### src/rtl/pipelined_cache_pkg.sv
// Shared types and constants for the pipelined L1 cache memory-side logic.
package pipelined_cache_pkg;

    typedef logic [255:0] line_t;
    typedef logic [63:0]  beat_t;

    typedef enum logic [1:0] {
        IDLE  = 2'd0,
        READ  = 2'd1,
        WRITE = 2'd2,
        DONE  = 2'd3
    } mem_port_state_e;

    localparam int BEATS       = 4;
    localparam int OFFSET_BITS = 5;

endpackage

### src/rtl/pipelined_cache_wb_buffer.sv
// One-entry write-back buffer: holds one evicted line and its tag so the port
// can answer the requester at once and drain the line to memory later.
module pipelined_cache_wb_buffer
    import pipelined_cache_pkg::*;
#(
    parameter int LINE_W = 256,
    parameter int TAG_W  = 32 - OFFSET_BITS
) (
    input  logic              clk,
    input  logic              rst,
    input  logic              capture_i,
    input  logic              clear_i,
    input  logic [TAG_W-1:0]  tag_i,
    input  logic [LINE_W-1:0] line_i,
    output logic              valid_o,
    output logic [TAG_W-1:0]  tag_o,
    output logic [LINE_W-1:0] line_o,
    output logic              hit_o
);

    logic              valid_q, valid_d;
    logic [TAG_W-1:0]  tag_q, tag_d;
    logic [LINE_W-1:0] line_q, line_d;

    always_comb begin
        // NOTE: every always_comb output gets a default first so no path leaves it unassigned (no latch).
        valid_d = valid_q;
        tag_d   = tag_q;
        line_d  = line_q;
        if (clear_i) begin
            valid_d = 1'b0;
        end else if (capture_i) begin
            valid_d = 1'b1;
            tag_d   = tag_i;
            line_d  = line_i;
        end
    end

    always_ff @(posedge clk) begin
        // NOTE: sequential state uses non-blocking assignments so all flops update together.
        if (rst) begin
            valid_q <= 1'b0;
        end else begin
            valid_q <= valid_d;
        end
    end

    // NOTE: payload storage is not reset; it is only ever read while valid_q is set.
    always_ff @(posedge clk) begin
        tag_q  <= tag_d;
        line_q <= line_d;
    end

    assign valid_o = valid_q;
    assign tag_o   = tag_q;
    assign line_o  = line_q;
    assign hit_o   = valid_q && (tag_q == tag_i);

endmodule

### src/rtl/pipelined_cache_mem_port.sv
// Converts cache line fills/write-backs into BEAT_W-wide memory bursts.
// Define WB_BUFFER_EN to add a one-entry write-back buffer in front of memory.
module pipelined_cache_mem_port
    import pipelined_cache_pkg::*;
#(
    parameter int LINE_W = 256,
    parameter int BEAT_W = 64
) (
    input  logic              clk,
    input  logic              rst,
    input  logic              line_read_i,
    input  logic              line_write_i,
    input  logic [31:0]       line_addr_i,
    input  logic [LINE_W-1:0] line_wdata_i,
    output logic [LINE_W-1:0] line_rdata_o,
    output logic              line_resp_o,
    output logic [31:0]       burst_addr_o,
    output logic              burst_read_o,
    output logic              burst_write_o,
    output logic [BEAT_W-1:0] burst_wdata_o,
    input  logic [BEAT_W-1:0] burst_rdata_i,
    input  logic              burst_resp_i
);

    localparam int               NBEATS    = LINE_W / BEAT_W;
    localparam int               CNT_W     = $clog2(NBEATS);
    localparam int               TAG_W     = 32 - OFFSET_BITS;
    localparam logic [CNT_W-1:0] LAST_BEAT = CNT_W'(NBEATS - 1);

    mem_port_state_e            state_q, state_d;
    logic [CNT_W-1:0]           cnt_q, cnt_d;
    logic                       drain_q, drain_d;
    logic [LINE_W-1:0]          rdata_q, rdata_d;
    logic [LINE_W-BEAT_W-1:0]   stage_q, stage_d;

    logic                       buf_valid, buf_hit, buf_capture, buf_clear;
    logic [TAG_W-1:0]           buf_tag;
    logic [LINE_W-1:0]          buf_line;

    logic [TAG_W-1:0]           req_tag;
    logic [TAG_W-1:0]           src_tag;
    logic [LINE_W-1:0]          src_line;
    logic                       unused_offset;

    assign req_tag       = line_addr_i[31:OFFSET_BITS];
    assign unused_offset = ^line_addr_i[OFFSET_BITS-1:0];

`ifdef WB_BUFFER_EN
    localparam bit WB_EN = 1'b1;

    pipelined_cache_wb_buffer #(
        .LINE_W (LINE_W),
        .TAG_W  (TAG_W)
    ) u_wb_buffer (
        .clk       (clk),
        .rst       (rst),
        .capture_i (buf_capture),
        .clear_i   (buf_clear),
        .tag_i     (req_tag),
        .line_i    (line_wdata_i),
        .valid_o   (buf_valid),
        .tag_o     (buf_tag),
        .line_o    (buf_line),
        .hit_o     (buf_hit)
    );
`else
    localparam bit WB_EN = 1'b0;
    logic unused_buf_ctrl;

    assign buf_valid       = 1'b0;
    assign buf_hit         = 1'b0;
    assign buf_tag         = '0;
    assign buf_line        = '0;
    assign unused_buf_ctrl = buf_capture ^ buf_clear;
`endif

    always_comb begin
        state_d     = state_q;
        cnt_d       = cnt_q;
        drain_d     = drain_q;
        rdata_d     = rdata_q;
        stage_d     = stage_q;
        buf_capture = 1'b0;
        buf_clear   = 1'b0;

        case (state_q)
            IDLE: begin
                cnt_d   = '0;
                drain_d = 1'b0;
                // Reads go first; an idle cycle or a blocked write drains the buffer.
                if (line_read_i) begin
                    if (buf_hit) begin
                        rdata_d = buf_line;
                        state_d = DONE;
                    end else begin
                        state_d = READ;
                    end
                end else if (line_write_i && WB_EN && !buf_valid) begin
                    buf_capture = 1'b1;
                    state_d     = DONE;
                end else if (buf_valid) begin
                    drain_d = 1'b1;
                    state_d = WRITE;
                end else if (line_write_i) begin
                    state_d = WRITE;
                end
            end
            READ: begin
                if (burst_resp_i) begin
                    cnt_d = cnt_q + CNT_W'(1);
                    for (int i = 0; i < NBEATS - 1; i++) begin
                        if (cnt_q == CNT_W'(i)) stage_d[i*BEAT_W +: BEAT_W] = burst_rdata_i;
                    end
                    // The visible fill data only changes once the whole line is in.
                    if (cnt_q == LAST_BEAT) begin
                        rdata_d = {burst_rdata_i, stage_q};
                        state_d = DONE;
                    end
                end
            end
            WRITE: begin
                if (burst_resp_i) begin
                    cnt_d = cnt_q + CNT_W'(1);
                    if (cnt_q == LAST_BEAT) state_d = DONE;
                end
            end
            DONE: begin
                buf_clear = drain_q;
                state_d   = IDLE;
            end
            default: state_d = IDLE;
        endcase
    end

    always_ff @(posedge clk) begin
        if (rst) begin
            state_q <= IDLE;
            cnt_q   <= '0;
            drain_q <= 1'b0;
            rdata_q <= '0;
        end else begin
            state_q <= state_d;
            cnt_q   <= cnt_d;
            drain_q <= drain_d;
            rdata_q <= rdata_d;
        end
    end

    always_ff @(posedge clk) begin
        stage_q <= stage_d;
    end

    // A drain sources address and data from the buffer, otherwise from the held request.
    assign src_tag  = drain_q ? buf_tag  : req_tag;
    assign src_line = drain_q ? buf_line : line_wdata_i;

    always_comb begin
        burst_wdata_o = '0;
        if (state_q == WRITE) begin
            for (int i = 0; i < NBEATS; i++) begin
                if (cnt_q == CNT_W'(i)) burst_wdata_o = src_line[i*BEAT_W +: BEAT_W];
            end
        end
    end

    assign burst_read_o  = (state_q == READ);
    assign burst_write_o = (state_q == WRITE);
    assign burst_addr_o  = (burst_read_o || burst_write_o) ? {src_tag, {OFFSET_BITS{1'b0}}} : '0;
    assign line_resp_o   = (state_q == DONE) && !drain_q;
    assign line_rdata_o  = rdata_q;

endmodule
### config.mk
export PLATFORM = sky130hd
export DESIGN_NAME = pipelined_cache_mem_port
export DESIGN_NICKNAME = d
export VERILOG_FILES = /design/src/rtl/pipelined_cache_pkg.sv /design/src/rtl/pipelined_cache_wb_buffer.sv /design/src/rtl/pipelined_cache_mem_port.sv
export SDC_FILE = /design/constraint.sdc
export NUM_CORES = 1
export LEC_CHECK = 0
export CAP_MARGIN = 10
export CORE_AREA = 8 8 268 270
export CTS_CLUSTER_SIZE = 12
export DETAILED_ROUTE_END_ITERATION = 10
export DIE_AREA = 0 0 276 278
export SYNTH_ARGS = -nofsm -noshare
export SYNTH_HDL_FRONTEND = slang
export SYNTH_HIERARCHICAL = 1
export SYNTH_SLANG_ARGS = --single-unit
export TNS_END_PERCENT = 5
### constraint.sdc
create_clock -name clk -period 4.25 [get_ports clk]
set_clock_uncertainty 0.15 [all_clocks]
set_input_delay 0.85 -clock clk [delete_from_list [all_inputs] [get_ports clk]]
set_output_delay 0.85 -clock clk [all_outputs]
set_load 0.02 [all_outputs]
After elaboration in Yosys (flattened, before gate mapping)
Cells that the tools add are included.
- register bits: 452
- word-level logic and storage cells: 40
- $add $sub $neg: 1
- equality and inequality tests: 9
- muxes and demuxes: 13
- reduce and logical (&&, ||, !) cells: 11
- operators by type and width (cell ; count):
    two-way mux 64 bit ; 5
    two-way mux 32 bit ; 1
    AND reduction 3 bit ; 5
    two-way mux 2 bit ; 5
    == test 2 bit (second input constant) ; 4
    one-hot mux 2 bit (3 select lines) ; 1
    == test 2 x 1 -> 1 bit (second input constant) ; 2
    zero test 2 bit ; 2
    != test 2 x 1 -> 1 bit (second input constant) ; 2
    one-hot mux 2 bit (2 select lines) ; 1
    != test 3 bit (second input constant) ; 1
    adder 2 x 1 -> 2 bit (second input constant) ; 1
    AND reduction 2 bit ; 1
    nonzero test 2 bit ; 1
    OR reduction 2 bit ; 1
    logical OR 1 bit ; 1

Depth between registers and ports, before layout
- depth in word-level cells: 6
- mapped depth: 8

Least setup slack after synthesis
No wires, ideal clock.
- path type: flip-flop to flip-flop
- from: reg cnt_q[0]
- to: reg stage_q[128], enable pin
- setup time: 429 ps
- data arrival time: 2656 ps
- setup slack: 1015 ps
- stages on the path, launching flop included: 6
- period minus slack after synthesis: 3235 ps
- cell sequence: dfxtp_1 inv_1 ha_1 buf_2 clkbuf_1 and3_1
- cells in the longest elaborated chain, start to end: 2
- RTL lines (element ; line ; text):
    start: declaration ; pipelined_cache_mem_port.sv:31 ; logic [CNT_W-1:0] cnt_q, cnt_d;
    start signal: assignment ; pipelined_cache_mem_port.sv:143 ; cnt_q <= cnt_d;
    == test 2 bit ; pipelined_cache_mem_port.sv:112 ; if (cnt_q == CNT_W'(i)) stage_d[i*BEAT_W +: BEAT_W] = burst_rdata_i;
    AND reduction 3 bit (no line) ; - ;
    end signal: assignment ; pipelined_cache_mem_port.sv:150 ; stage_q <= stage_d;
    end: declaration ; pipelined_cache_mem_port.sv:34 ; logic [LINE_W-BEAT_W-1:0] stage_q, stage_d;
No other way between the ends.
A chain may end at the register's enable or synchronous reset.

Worst setup path after layout
- from: reg cnt_q[0]
- to: out burst_wdata_o[24]
- cells in the longest elaborated chain, start to end: 6
- elaborated cells between the ends (all ways): 9
- classes of those cells: 3 x eq/ne; 5 x mux; 1 x reduce/logical
- RTL lines (element ; line ; text):
    zero test 2 bit ; pipelined_cache_mem_port.sv:161 ; if (cnt_q == CNT_W'(i)) burst_wdata_o = src_line[i*BEAT_W +: BEAT_W];
    two-way mux 64 bit (3 in series) ; pipelined_cache_mem_port.sv:161 ;
    two-way mux 64 bit (*) ; pipelined_cache_mem_port.sv:161 ;
    two-way mux 64 bit (*) ; pipelined_cache_mem_port.sv:159 ; if (state_q == WRITE) begin
    end: declaration ; pipelined_cache_mem_port.sv:20 ; output logic [BEAT_W-1:0] burst_wdata_o,
Every way passes the cells marked *; elsewhere a longest branch is shown, timed or not.

==> impl_metrics.json <==
{
  "p_leak_nw": 8.36,
  "crit_type": "reg -> out",
  "fp.coreArea_um2": 67700,
  "rr_startpoint": "cnt_q[0]$_SDFFE_PP0P_",
  "fin_total_pwr_w": 0.0116,
  "ys_warn_count": 6,
  "critPathRequiredTime_ps": 3250,
  "power_density_nw_per_um2": 439,
  "initial_core_util": 0.249,
  "clock_latency_ps": 560,
  "portBuffers": 701,
  "wl_per_cell_um": 23.7,
  "synth.distinct_cells": 31,
  "synth_fa_ha_area_frac": 0.00593,
  "hold_viol": 0,
  "rsz0062_at_grt": "false",
  "grt_pass1_wl_um": 110000,
  "seq_area_frac_synth": 0.650,
  "synth.top_cells.by_area": "edfxtp_1 34%, dfxtp_1 31%, nand2_1 13%, a21oi_1 7.5%, a221oi_1 3.3%",
  "clockBufferDepth": 3,
  "endpoint_kind": "output port",
  "tritoncts": "built",
  "synth_cells": 1678,
  "synthSimpleGateAreaFrac": 0.143,
  "die_area_um2": 76700,
  "grt_pass1_vias": 15434,
  "min_path_type": "reg -> reg",
  "tightest_slew_ps": 986,
  "place_congestion": 0.991,
  "muxShareOfSynthArea": 0.000593,
  "ant_nets": 0,
  "die_h_um": 278,
  "placementRows": 96,
  "clock-sinks": 452,
  "area_growth_syn_to_layout_pct": 55.9,
  "viasPerCell": 4.61,
  "nets": 2700,
  "htree_levels": 2,
  "synth_top_area_share": 0.342,
  "drive_gt1_frac": 0.0480,
  "max_freq_mhz": 243,
  "ys_ff_latch": 452,
  "die_x_um": 276,
  "reg2reg_to": "stage_q[174]$_DFFE_PP_",
  "synth_compound_area_frac": 0.151,
  "yosys.area.top_type": "edfxtp_1",
  "cts_inserted_buffers": 48,
  "arrival_ps": 3110,
  "fin_crit_sh": 0.968,
  "drc": 0,
  "grt_overflow_total": 0,
  "outcome": "complete, no violations",
  "clk_pin_slew_ps": 60,
  "syn_area_um2": 16900,
  "r2r_cells": 5,
  "critPathMaxFanout": 55,
  "hpwlAfterDp_um": 59400,
  "timing.final.crit_period_ps": 4110,
  "finalSetupTns_ps": 0,
  "crit_path_start": "cnt_q[0]$_SDFFE_PP0P_",
  "cts_setup_buffers": 0,
  "drt_wl_total_um": 77600,
  "grt_usage": 0.191,
  "clockRootBuffer": "clkbuf_16",
  "io_pins": 712,
  "maxCapViolCount": 0,
  "antenna_found_initial": 39,
  "synth_top_family_by_area": "compound AO/OA/AOI/OAI gates",
  "syn_area_per_cell_um2": 10.1,
  "drt_pass1_iterations": 5,
  "cts_resized": 0,
  "drv_slew": 0,
  "synth-xor-area-share": 0,
  "drt_iter0_drc": 871,
  "final_area_um2": 26300,
  "ctsHoldBuffers": 0,
  "start_kind": "flop",
  "slew_headroom": 0.342,
  "grt_max_degree": 123,
  "vias": 15100,
  "vdd_drop_max_uv": 237,
  "post-route-util": 0.388,
  "regToRegSetupSlack_ps": 1790,
  "crit_end": "burst_wdata_o[24]",
  "final.fill_count": 6646,
  "setup_violations": 0,
  "place_area_um2": 24700
}
==> worst min-delay path by stage <==
stage,start,end,cells past startpoint
final,line_rdata_o[122]$_SDFFE_PP0P_,line_rdata_o[122]$_SDFFE_PP0P_,2
after global routing,line_rdata_o[87]$_SDFFE_PP0P_,line_rdata_o[87]$_SDFFE_PP0P_,2
after CTS,line_rdata_o[122]$_SDFFE_PP0P_,line_rdata_o[122]$_SDFFE_PP0P_,2
after detailed placement,line_rdata_o[23]$_SDFFE_PP0P_,line_rdata_o[23]$_SDFFE_PP0P_,2
after global placement,line_rdata_o[235]$_SDFFE_PP0P_,line_rdata_o[235]$_SDFFE_PP0P_,2
after floorplan,cnt_q[0]$_SDFFE_PP0P_,cnt_q[0]$_SDFFE_PP0P_,2
==> flip-flops by register name (all words and copies together) (netlist names) <==
signal	count
stage_q	192
state_q	2
cnt_q	2
line_rdata_o	256
==> kinds of logic after synthesis <==
group	Yosys count
muxes	1
DFF	452
adders and majority gates	8
and+or+nand+nor	617
other	1
buffers and inverters	142
AOI/OAI and AO/OA	457
==> power breakdown <==
part | leakage, nW | internal, W | switching, W
sequential | 3.83 | 0.00467 | 0.0000356
combinational | 3.82 | 0.00120 | 0.00163
clock | 0.720 | 0.00234 | 0.00168
==> synthesized netlist by cell type <==
| cell | n |
|---|---|
| buf_1 | 4 |
| conb_1 | 1 |
| buf_12 | 1 |
| and2_1 | 28 |
| o211ai_1 | 1 |
| dfxtp_1 | 260 |
| buf_4 | 6 |
| a21oi_1 | 254 |
| mux2i_1 | 1 |
| nor2_1 | 1 |
| edfxtp_1 | 192 |
| o21ai_1 | 46 |
| inv_2 | 1 |
| o41ai_1 | 1 |
| buf_8 | 8 |
| buf_2 | 20 |
| nand3_1 | 3 |
| inv_1 | 6 |
| a221oi_1 | 64 |
| ha_1 | 8 |
| clkbuf_1 | 78 |
| nand2_1 | 577 |
| a32oi_1 | 1 |
| o311a_1 | 1 |
| nor3b_1 | 1 |
| and3_1 | 4 |
| buf_6 | 18 |
| o21ai_0 | 85 |
| a21oi_2 | 3 |
| a21boi_0 | 1 |
| nor2b_1 | 3 |
==> worst max-delay path, cell delays in order (launching register included) <==
cell and delay (ps):
dfxtp_1 390, inv_1 100, ha_1 260, nor2b_4 150, buf_12 190, a221oi_1 580
o21ai_0 210, clkdlybuf4s50_1 620
==> area by class of cell <==
| type | instances | area (µm²) | share of cell area |
|---|---|---|---|
| sequential | 452 | 11000 | 0.417 |
| timing repair buffer | 738 | 7500 | 0.285 |
| multi-input combinational | 1088 | 5150 | 0.196 |
| clock buffer | 78 | 1380 | 0.0523 |
| tap | 882 | 1100 | 0.0420 |
| clock inverter | 12 | 128 | 0.00485 |
| antenna | 20 | 50.0 | 0.00190 |
| inverter | 7 | 28.8 | 0.00109 |
==> layout by cell type (no fill, tap or decap), drive strengths merged <==
cell type        n
clkdlybuf4s50  700
nand2          577
dfxtp          260
a21oi          257
edfxtp         192
o21ai          131
clkbuf          79
a221oi          64
buf             37
and2            28
diode           20
inv              8
ha               8
clkinv           7
conb             5
and3             4
nor2b            3
nand3            3
clkinvlp         2
bufinv           2
a21boi           1
nor3b            1
o311a            1
mux2i            1
o211ai           1
o41ai            1
a32oi            1
nor2             1
==> stage by stage <==
stage               cells  hold slack [ps]  setup WS [ps]
detailed placement   3167              295            584
finish               3277              302            135
global placement     3167              291            573
floorplan            1682              316           1020
global route         3274              316           3.17
CTS                  3257              304           76.1
==> routing by layer <==
| layer | global-route usage | wire length, µm |
|---|---|---|
| met3 | 0.0536 | 5290 |
| met2 | 0.340 | 39900 |
| met5 | 0 | 0 |
| met1 | 0.208 | 29000 |
| met4 | 0.0965 | 3470 |
No activity file was read; power rests on OpenSTA's default activity.
